File: src/rtl/mac_frame_sequencer.sv
// Job sequencer for one pipelined signed MAC: streams operand pairs from two sample RAMs,
// then captures the frame result. Optional job cycle counter: define MAC_SEQ_PERF_EN.
module mac_frame_sequencer #(
  parameter int A_WIDTH     = 8,
  parameter int B_WIDTH     = 8,
  parameter int OUT_WIDTH   = 18,
  parameter int ADDR_WIDTH  = 8,
  parameter int MAC_LATENCY = 3
) (
  input  logic                  i_clk,
  input  logic                  i_reset,
  input  logic                  i_start,
  input  logic [ADDR_WIDTH-1:0] i_base_a,
  input  logic [ADDR_WIDTH-1:0] i_base_b,
  input  logic [ADDR_WIDTH-1:0] i_len,
  output logic                  o_busy,
  output logic                  o_err,
  output logic                  o_mem_rd_en,
  output logic [ADDR_WIDTH-1:0] o_mem_addr_a,
  output logic [ADDR_WIDTH-1:0] o_mem_addr_b,
  input  logic [A_WIDTH-1:0]    i_mem_data_a,
  input  logic [B_WIDTH-1:0]    i_mem_data_b,
  output logic [A_WIDTH-1:0]    o_mac_a,
  output logic [B_WIDTH-1:0]    o_mac_b,
  output logic                  o_mac_valid_in,
  output logic                  o_mac_eof,
  output logic                  o_mac_enable,
  output logic                  o_mac_reset,
  input  logic [OUT_WIDTH-1:0]  i_mac_result,
  output logic                  o_res_valid,
  output logic [OUT_WIDTH-1:0]  o_res_data,
  input  logic                  i_res_ready,
  output logic [15:0]           o_perf_cycles
);

  localparam int WAIT_W = $clog2(MAC_LATENCY + 1);

  typedef enum logic [1:0] {S_IDLE, S_ISSUE, S_DRAIN, S_DONE} state_t;

  state_t                r_state;
  state_t                w_state_next;
  logic [ADDR_WIDTH-1:0] r_base_a;
  logic [ADDR_WIDTH-1:0] r_base_b;
  logic [ADDR_WIDTH-1:0] r_remaining;
  logic [ADDR_WIDTH-1:0] r_idx;
  logic [WAIT_W-1:0]     r_wait;
  logic                  r_mac_valid;
  logic                  r_mac_eof;
  logic                  r_mac_reset;
  logic                  r_err;
  logic                  r_res_valid;
  logic [OUT_WIDTH-1:0]  r_res_data;

  logic w_accept;
  logic w_reject;
  logic w_last_issue;
  logic w_capture;
  logic w_issue;

  always_ff @(posedge i_clk or posedge i_reset) begin
    if (i_reset) r_state <= S_IDLE;
    else         r_state <= w_state_next;
  end

  always_comb begin
    w_state_next = r_state;
    w_issue      = 1'b0;
    w_accept     = 1'b0;
    w_reject     = 1'b0;
    w_last_issue = 1'b0;
    w_capture    = 1'b0;
    case (r_state)
      S_IDLE: begin
        w_accept = i_start && (i_len != '0);
        w_reject = i_start && (i_len == '0);
        if (w_accept) w_state_next = S_ISSUE;
      end
      S_ISSUE: begin
        w_issue      = 1'b1;
        w_last_issue = (r_remaining == ADDR_WIDTH'(1));
        if (w_last_issue) w_state_next = S_DRAIN;
      end
      S_DRAIN: begin
        // While the eof sample is on the MAC inputs the wait counter has not been loaded yet.
        w_capture = !r_mac_eof && (r_wait == '0);
        if (w_capture) w_state_next = S_DONE;
      end
      S_DONE: begin
        if (i_res_ready) w_state_next = S_IDLE;
      end
      default: w_state_next = S_IDLE;
    endcase
  end

  always_ff @(posedge i_clk or posedge i_reset) begin
    if (i_reset) begin
      r_base_a    <= '0;
      r_base_b    <= '0;
      r_remaining <= '0;
      r_idx       <= '0;
      r_wait      <= '0;
      r_mac_valid <= 1'b0;
      r_mac_eof   <= 1'b0;
      r_mac_reset <= 1'b1;
      r_err       <= 1'b0;
      r_res_valid <= 1'b0;
      r_res_data  <= '0;
    end else begin
      r_mac_reset <= 1'b0;
      r_err       <= w_reject;
      r_mac_valid <= w_issue;
      r_mac_eof   <= w_last_issue;
      if (w_accept) begin
        r_base_a    <= i_base_a;
        r_base_b    <= i_base_b;
        r_remaining <= i_len;
        r_idx       <= '0;
      end else if (w_issue) begin
        r_remaining <= r_remaining - ADDR_WIDTH'(1);
        r_idx       <= r_idx + ADDR_WIDTH'(1);
      end
      if (r_mac_eof)           r_wait <= WAIT_W'(MAC_LATENCY);
      else if (r_wait != '0)   r_wait <= r_wait - WAIT_W'(1);
      if (w_capture) begin
        r_res_valid <= 1'b1;
        r_res_data  <= i_mac_result;
      end else if ((r_state == S_DONE) && i_res_ready) begin
        r_res_valid <= 1'b0;
      end
    end
  end

  assign o_busy         = (r_state != S_IDLE);
  assign o_err          = r_err;
  assign o_mem_rd_en    = w_issue;
  assign o_mem_addr_a   = w_issue ? (r_base_a + r_idx) : '0;
  assign o_mem_addr_b   = w_issue ? (r_base_b + r_idx) : '0;
  // RAM data already arrives one cycle after the strobe, lining up with r_mac_valid.
  assign o_mac_a        = r_mac_valid ? i_mem_data_a : '0;
  assign o_mac_b        = r_mac_valid ? i_mem_data_b : '0;
  assign o_mac_valid_in = r_mac_valid;
  assign o_mac_eof      = r_mac_eof;
  assign o_mac_reset    = r_mac_reset;
  assign o_mac_enable   = !r_mac_reset;
  assign o_res_valid    = r_res_valid;
  assign o_res_data     = r_res_data;

`ifdef MAC_SEQ_PERF_EN
  logic [15:0] r_perf;

  always_ff @(posedge i_clk or posedge i_reset) begin
    if (i_reset)                                       r_perf <= '0;
    else if (w_accept)                                 r_perf <= '0;
    else if ((r_state != S_IDLE) && (r_perf != 16'hFFFF)) r_perf <= r_perf + 16'd1;
  end

  assign o_perf_cycles = r_perf;
`else
  assign o_perf_cycles = 16'd0;
`endif

endmodule

File: config.mk
export PLATFORM = sky130hd
export DESIGN_NAME = mac_frame_sequencer
export DESIGN_NICKNAME = d
export VERILOG_FILES = /design/src/rtl/mac_frame_sequencer.sv
export SDC_FILE = /design/constraint.sdc
export NUM_CORES = 1
export LEC_CHECK = 0
export ABC_CLOCK_PERIOD_IN_PS = 2610
export BUFFER_PORTS_ARGS = -buffer_cell sky130_fd_sc_hd__clkbuf_2
export CAP_MARGIN = 20
export CORE_ASPECT_RATIO = 1.5
export CORE_MARGIN = 2
export CORE_UTILIZATION = 45
export DETAILED_ROUTE_END_ITERATION = 16
export GPL_TIMING_DRIVEN = 0
export PLACE_DENSITY = 0.72
export SLEW_MARGIN = 20
export SYNTH_ARGS = -nofsm -noshare
export SYNTH_HDL_FRONTEND = slang
export SYNTH_SLANG_ARGS = --single-unit
File: constraint.sdc
create_clock -name i_clk -period 2.61 [get_ports i_clk]
set_clock_uncertainty 0.05 [all_clocks]
set_input_delay 0.261 -clock i_clk [delete_from_list [all_inputs] [get_ports i_clk]]
set_output_delay 0.261 -clock i_clk [all_outputs]
set_load 0.005 [all_outputs]
==> impl_metrics.py, run 1 <==
metrics = {
    "sta": {
        "slew_viol_final": 0,
        "fin_tns_setup_ns": 0,
        "hold_viol_final": 0,
        "rsz0062_at_grt": "no",
        "fin_crit_ns": 2.55,
        "tightestPinTransition_ns": 0.517,
        "fin_ws_ns": 0.0595,
        "fin_crit_sh": 0.977,
        "slew_headroom": 0.655,
        "setup_viol": 0,
        "maxClockFrequency_mhz": 392,
        "holdWs_ns": 0.111,
    },
    "drt": {
        "viasPerCell": 4.97,
        "drt_wl_total_um": 8510,
        "num_vias": 2952,
        "drcViolationCount": 0,
        "drtPass1Iterations": 5,
        "drt_iter0_markers": 196,
        "wire_per_inst_um": 14.3,
        "postRouteAntennaNets": 0,
    },
    "final_layout": {
        "final_nets": 571,
        "final_cell_area_mm2": 0.00477,
        "final_cells": 594,
        "regArea_mm2": 0.00148,
        "num_antenna_cells": 0,
        "post-route-util": 0.603,
        "syn_to_final_growth_pct": 32.1,
        "num-fill-cells": 689,
        "multi_input_area_mm2": 0.00199,
        "drive_gt1_frac": 0.436,
    },
    "power": {
        "irDropWorstVdd_uv": 431,
        "power.density_mw_per_mm2": 455,
        "finalPower_mw": 2.17,
        "p_leak_nw": 2.48,
    },
    "critical_path": {
        "critPathKind": "reg2out",
        "max_stage_delay_ns": 0.45,
        "cp.required_ns": 2.30,
        "worst_ep_arrival_time_ns": 2.24,
        "endpoint_kind": "output port",
        "cpMaxStageDelayCell": "dfrtp_2",
        "path_cells": "ha_1, fa_2, a21oi_2, a2bb2oi_2, nor4_1, a211o_1, clkbuf_2",
        "start_kind": "register",
        "cp_max_fo": 5,
    },
    "global_route": {
        "grt_util_all_layers": 0.198,
        "top_usage_layer": "met2",
        "grtUsageMet1": 0.215,
        "met3_usage": 0.0609,
        "grt_pass1_vias": 2969,
        "grt_max_degree": 44,
        "antenna_found_initial": 0,
        "grt-ovfl-total": 0,
        "grt_pass1_wl_um": 13600,
        "met2_usage": 0.359,
    },
    "yosys": {
        "synth_most_common_cell": "dfrtp_1",
        "synth-async-reset-ratio": 1.00,
        "yosysTopAreaCellShare": 0.402,
        "synth_cells": 335,
        "synth_cell_types": 47,
        "synth-edff-count": 0,
        "synth_top_cell_by_area": "dfrtp_1",
        "synth_ff_type": "dfrtp_1",
        "ys_warn_count": 0,
        "synth_commonest_cells": "dfrtp_1, ha_1, nand2_1",
        "synth_seq_cells": 59,
        "netlist_area_mm2": 0.00361,
        "synth-seq-area-share": 0.409,
        "synth.area.top_cells": "dfrtp_1, ha_1, mux2_4",
        "syn_avg_cell_area_um2": 10.8,
    },
    "status": {
        "run_status": "complete, no violations",
    },
    "job": {
        "cap_viol_max_count": 0,
    },
    "placement": {
        "gp_congestion": 0.848,
        "place_area_mm2": 0.00443,
        "portBuffers": 119,
        "post-place-ws_ns": 0.109,
        "dp_cells": 576,
        "dp_hpwl_um": 6510,
    },
    "clock_tree": {
        "clkSlewWorstSetupHoldPaths_ns": 0.05,
        "clk_latency_ns": 0.33,
        "cts_buffer_depth": 2,
        "clock_sinks": 59,
        "numCtsBuffers": 9,
        "cts_root_buffer": "clkbuf_16",
        "htreeDepth": 3,
        "cts_tree": "built",
    },
    "hold_path": {
        "hp-class": "in2reg",
    },
    "floorplan": {
        "initial_core_util": 0.456,
        "rows": 40,
        "die-width_um": 77.1,
        "die_y_um": 114,
        "core_mm2": 0.00791,
        "die_area_mm2": 0.00877,
        "io_pins": 136,
    },
}
## power by group
part | switching (mW) | total, mW | internal, mW
registers | 0.00743 | 0.940 | 0.932
clock network | 0.384 | 1.08 | 0.694
logic | 0.0643 | 0.154 | 0.0892
## area by class of cell
cell class / count / share of cell area
repair buffers: 122 / 0.134
well taps: 105 / 0.0275
multi-input cells: 248 / 0.417
inverters: 17 / 0.0139
plain buffers: 27 / 0.0396
flip-flops and latches: 59 / 0.310
clock buffers: 16 / 0.0569
## logic make-up after synthesis
family | Yosys count | synth area share
AOI/OAI and AO/OA | 43 | 0.0853
xor gates and xnor gates | 18 | 0.0437
adders and majority gates | 25 | 0.0908
buffers and inverters | 44 | 0.0693
DFF | 59 | 0.409
muxes | 43 | 0.148
other | 1 | 0.00104
and+or+nand+nor | 102 | 0.152
## layer usage
| metal | vias up | wire, um |
|---|---|---|
| li1 | 1444 | - |
| met4 | 0 | 103 |
| met5 | - | 0 |
| met2 | 92 | 4670 |
| met3 | 8 | 487 |
| met1 | 1408 | 3250 |
## final timing paths
| check | start | to | slack (ns) | depth (start not counted) |
|---|---|---|---|---|
| hold / removal | i_mac_result[9] | o_res_data[9] | 0.11 | 2 |
| max in group asynchronous | i_reset | r_idx[1] | 1.65 | 4 |
| hold reg to reg | o_res_valid | o_res_valid | 0.43 | 2 |
| setup / recovery | r_idx[0] | o_mem_addr_b[6] | 0.06 | 7 |
| min in group asynchronous | i_reset | o_res_data[16] | 0.36 | 3 |
| setup reg to reg | r_state[0] | o_res_data[1] | 0.47 | 6 |
## critical path, delay by kind of cell (launching register included)
family | cells | cell delay, ns
buf+inv | 1 | 0.12
compound gates | 3 | 0.65
flops | 1 | 0.45
fa+ha+maj | 2 | 0.63
simple gates | 1 | 0.07
## state kept, by name (all words and copies together) (netlist names)
| register | cells |
|---|---|
| o_mac_reset | 1 |
| r_remaining | 8 |
| o_res_data | 18 |
| o_err | 1 |
| r_base_b | 8 |
| r_idx | 8 |
| r_base_a | 8 |
| o_mac_eof | 1 |
| r_state | 2 |
| r_wait | 2 |
| o_res_valid | 1 |
| o_mac_valid_in | 1 |
## layout by cell type (no fill, tap or decap), types with 3 or more instances in the layout
cell type,Yosys,routed
a21oi_1,6,3
clkbuf_16,0,9
inv_1,17,16
ha_1,23,21
xor2_1,11,11
xnor2_1,7,7
and2_1,20,20
and3_1,5,5
or2_2,3,3
buf_2,2,3
nor2_1,16,16
o21ai_0,12,12
a21oi_2,0,3
mux2_4,16,16
dfrtp_1,58,56
nor4_1,6,6
mux2_2,20,20
nand2_1,23,23
mux2i_1,7,7
nor3_1,8,8
clkbuf_1,6,9
nand4_1,7,7
buf_6,3,3
nand4b_1,3,3
buf_4,16,17
clkbuf_2,0,120
conb_1,1,17
## timing repair
action / in CTS / in global routing
buffers inserted: 1 / 0
setup endpoints to repair: 7 / 6
endpoints found under the hold margin: 15 / 0
hold buffers: 1 / 0
gates resized for setup: 10 / 7
pin swaps: 1 / 1
Note: power is estimated with default switching activity, not from simulation.
==> inputs of run 2 (changes only) <==
ABC_CLOCK_PERIOD_IN_PS = 2070   (was 2610)
PLACE_DENSITY = 0.75   (was 0.72)
clock period = 2.07 ns   (was 2.61 ns; I/O delays follow)
==> run 2 against run 1 <==
The run now ends with setup timing left. Clock power rose by 24%. Sequential power rose by 27%. Cell area rose by 5.6%. Cell count rose by 2.4%. Die area did not move. Critical path depth did not move. Total power rose by 25%. Flip-flop and latch count did not move. Count of clock-buffer cells in the layout fell by 5. Highest routed layer unchanged.
==> impl_metrics.py, run 2 (synthesis results as in run 1) <==
metrics = {
    "clock_tree": {
        "htreeDepth": 3,
        "numCtsBuffers": 9,
        "cts_root_buffer": "clkbuf_16",
        "cts_buffer_depth": 2,
        "clock_sinks": 59,
        "cts_tree": "built",
        "clkSlewWorstSetupHoldPaths_ns": 0.05,
        "clk_latency_ns": 0.33,
    },
    "final_layout": {
        "num-fill-cells": 635,
        "num_antenna_cells": 0,
        "final_common_cell": "clkbuf_2",
        "layout_common_cells": "clkbuf_2, dfrtp_1, buf_4, nand2_1",
        "drive_gt1_frac": 0.495,
        "largest_reg_flops": 18,
        "final_cells": 608,
        "final_cell_area_mm2": 0.00504,
        "final_nets": 587,
        "syn_to_final_growth_pct": 39.5,
    },
    "drt": {
        "viasPerCell": 5.03,
        "drt_wl_total_um": 9150,
        "num_vias": 3060,
        "drt_iter0_markers": 133,
        "wire_per_inst_um": 15.1,
        "drtPass1Iterations": 4,
        "postRouteAntennaNets": 0,
        "drcViolationCount": 0,
    },
    "critical_path": {
        "path_delay_family": "adder cells",
        "start_kind": "register",
        "path_buf_inv": 2,
        "max_stage_delay_ns": 0.46,
        "cp_max_fo": 3,
        "path_cells": "ha_4, fa_2, a21oi_4, a2bb2oi_2, buf_4, and3_1, clkbuf_2",
        "critPathKind": "reg2out",
        "cpMaxStageDelayCell": "dfrtp_2",
        "cp.required_ns": 1.81,
        "worst_ep_arrival_time_ns": 2.17,
        "endpoint_kind": "output port",
    },
    "power": {
        "power.density_mw_per_mm2": 539,
        "finalPower_mw": 2.72,
        "p_leak_nw": 2.58,
        "irDropWorstVdd_uv": 556,
    },
    "floorplan": {
        "rows": 40,
        "die_y_um": 114,
        "die-width_um": 77.1,
        "io_pins": 136,
        "core_mm2": 0.00791,
        "die_area_mm2": 0.00877,
        "initial_core_util": 0.456,
    },
    "global_route": {
        "grt_pass1_wl_um": 14000,
        "antenna_found_initial": 0,
        "grt-ovfl-total": 0,
        "grt_pass1_vias": 3081,
        "grt_max_degree": 47,
        "grt_util_all_layers": 0.204,
    },
    "job": {
        "cap_viol_max_count": 0,
    },
    "placement": {
        "portBuffers": 119,
        "gp_congestion": 0.891,
        "dp_hpwl_um": 6490,
        "dp_cells": 576,
        "place_area_mm2": 0.00443,
    },
    "status": {
        "run_status": "complete, but fails checks",
        "violations": "setup timing",
    },
    "sta": {
        "fin_crit_sh": 1.17,
        "slew_viol_final": 0,
        "maxClockFrequency_mhz": 412,
        "fin_crit_ns": 2.43,
        "rsz0062_at_grt": "yes",
        "fin_ws_ns": -0.357,
        "hold_viol_final": 0,
        "setup_viol": 11,
    },
    "hold_path": {
        "hp-class": "in2reg",
    },
}
run 2: stage by stage:
step	hold WS [ns]	TNS [ns]	setup WS, ns	util
final	0.0559	-2.21	-0.357	0.637
after global routing	0.0580	-2.88	-0.415	0.637
after CTS	0.0523	-2.01	-0.332	0.627
after detailed placement	0.0886	-1.95	-0.326	0.560
after global placement	0.383	-22.85	-0.368	0.556
after floorplan	0.274	0	0.0612	-
run 2: worst register-to-register path: cells and delay by family (launching register included):
| family | cells | cell delay, ns |
|---|---|---|
| AO/OA/AOI/OAI | 2 | 0.43 |
| adder cells (fa/ha/maj) | 1 | 0.27 |
| buffers and inverters | 2 | 0.47 |
| flip-flops | 1 | 0.42 |
| AND/OR/NAND/NOR | 1 | 0.11 |
run 2: per-layer routing:
metal / global-route usage / wire, um / vias to the layer above
li1: - / - / 1470
met1: 0.226 / 3570 / 1447
met2: 0.368 / 4840 / 122
met3: 0.0419 / 489 / 21
met4: 0.104 / 250 / 0
met5: 0 / 0 / -
run 2: area by class of cell:
| cell class | count | area (um^2) | area share |
|---|---|---|---|
| Inverter | 17 | 70.1 | 0.0139 |
| Tap cell | 105 | 131 | 0.0261 |
| Multi-Input combinational cell | 248 | 2120 | 0.420 |
| Clock inverter | 3 | 15.0 | 0.00298 |
| Clock buffer | 11 | 253 | 0.0502 |
| Timing Repair Buffer | 138 | 768 | 0.153 |
| Buffer | 27 | 203 | 0.0402 |
| Sequential cell | 59 | 1480 | 0.294 |
run 2: final timing paths:
kind	startpoint	endpoint	slack, ns	cells after the start
worst max register to register	r_state[0]	r_remaining[3]	0.18	6
max in group asynchronous	i_reset	o_mac_reset	1.14	4
min in group asynchronous	i_reset	r_base_b[0]	0.30	3
worst max-delay path	r_idx[0]	o_mem_addr_b[4]	-0.36	7
worst min register to register	o_res_data[13]	o_res_data[13]	0.46	1
worst min-delay path	i_base_b[3]	r_base_b[3]	0.06	2
run 2: report_power, final:
part	total (mW)	switching, mW	leakage, nW	internal [mW]
Sequential	1.19	0.0101	0.724	1.18
Combinational	0.193	0.0807	1.72	0.112
Clock	1.34	0.485	0.137	0.852
run 2: repair_timing:
| item | in CTS | in global routing |
|---|---|---|
| pin swaps | 14 | 14 |
| resized for setup | 34 | 13 |
| hold endpoints to repair | 13 | 0 |
| setup buffers | 15 | 2 |
| hold buffers | 1 | 0 |
| endpoints found under the setup margin | 20 | 14 |
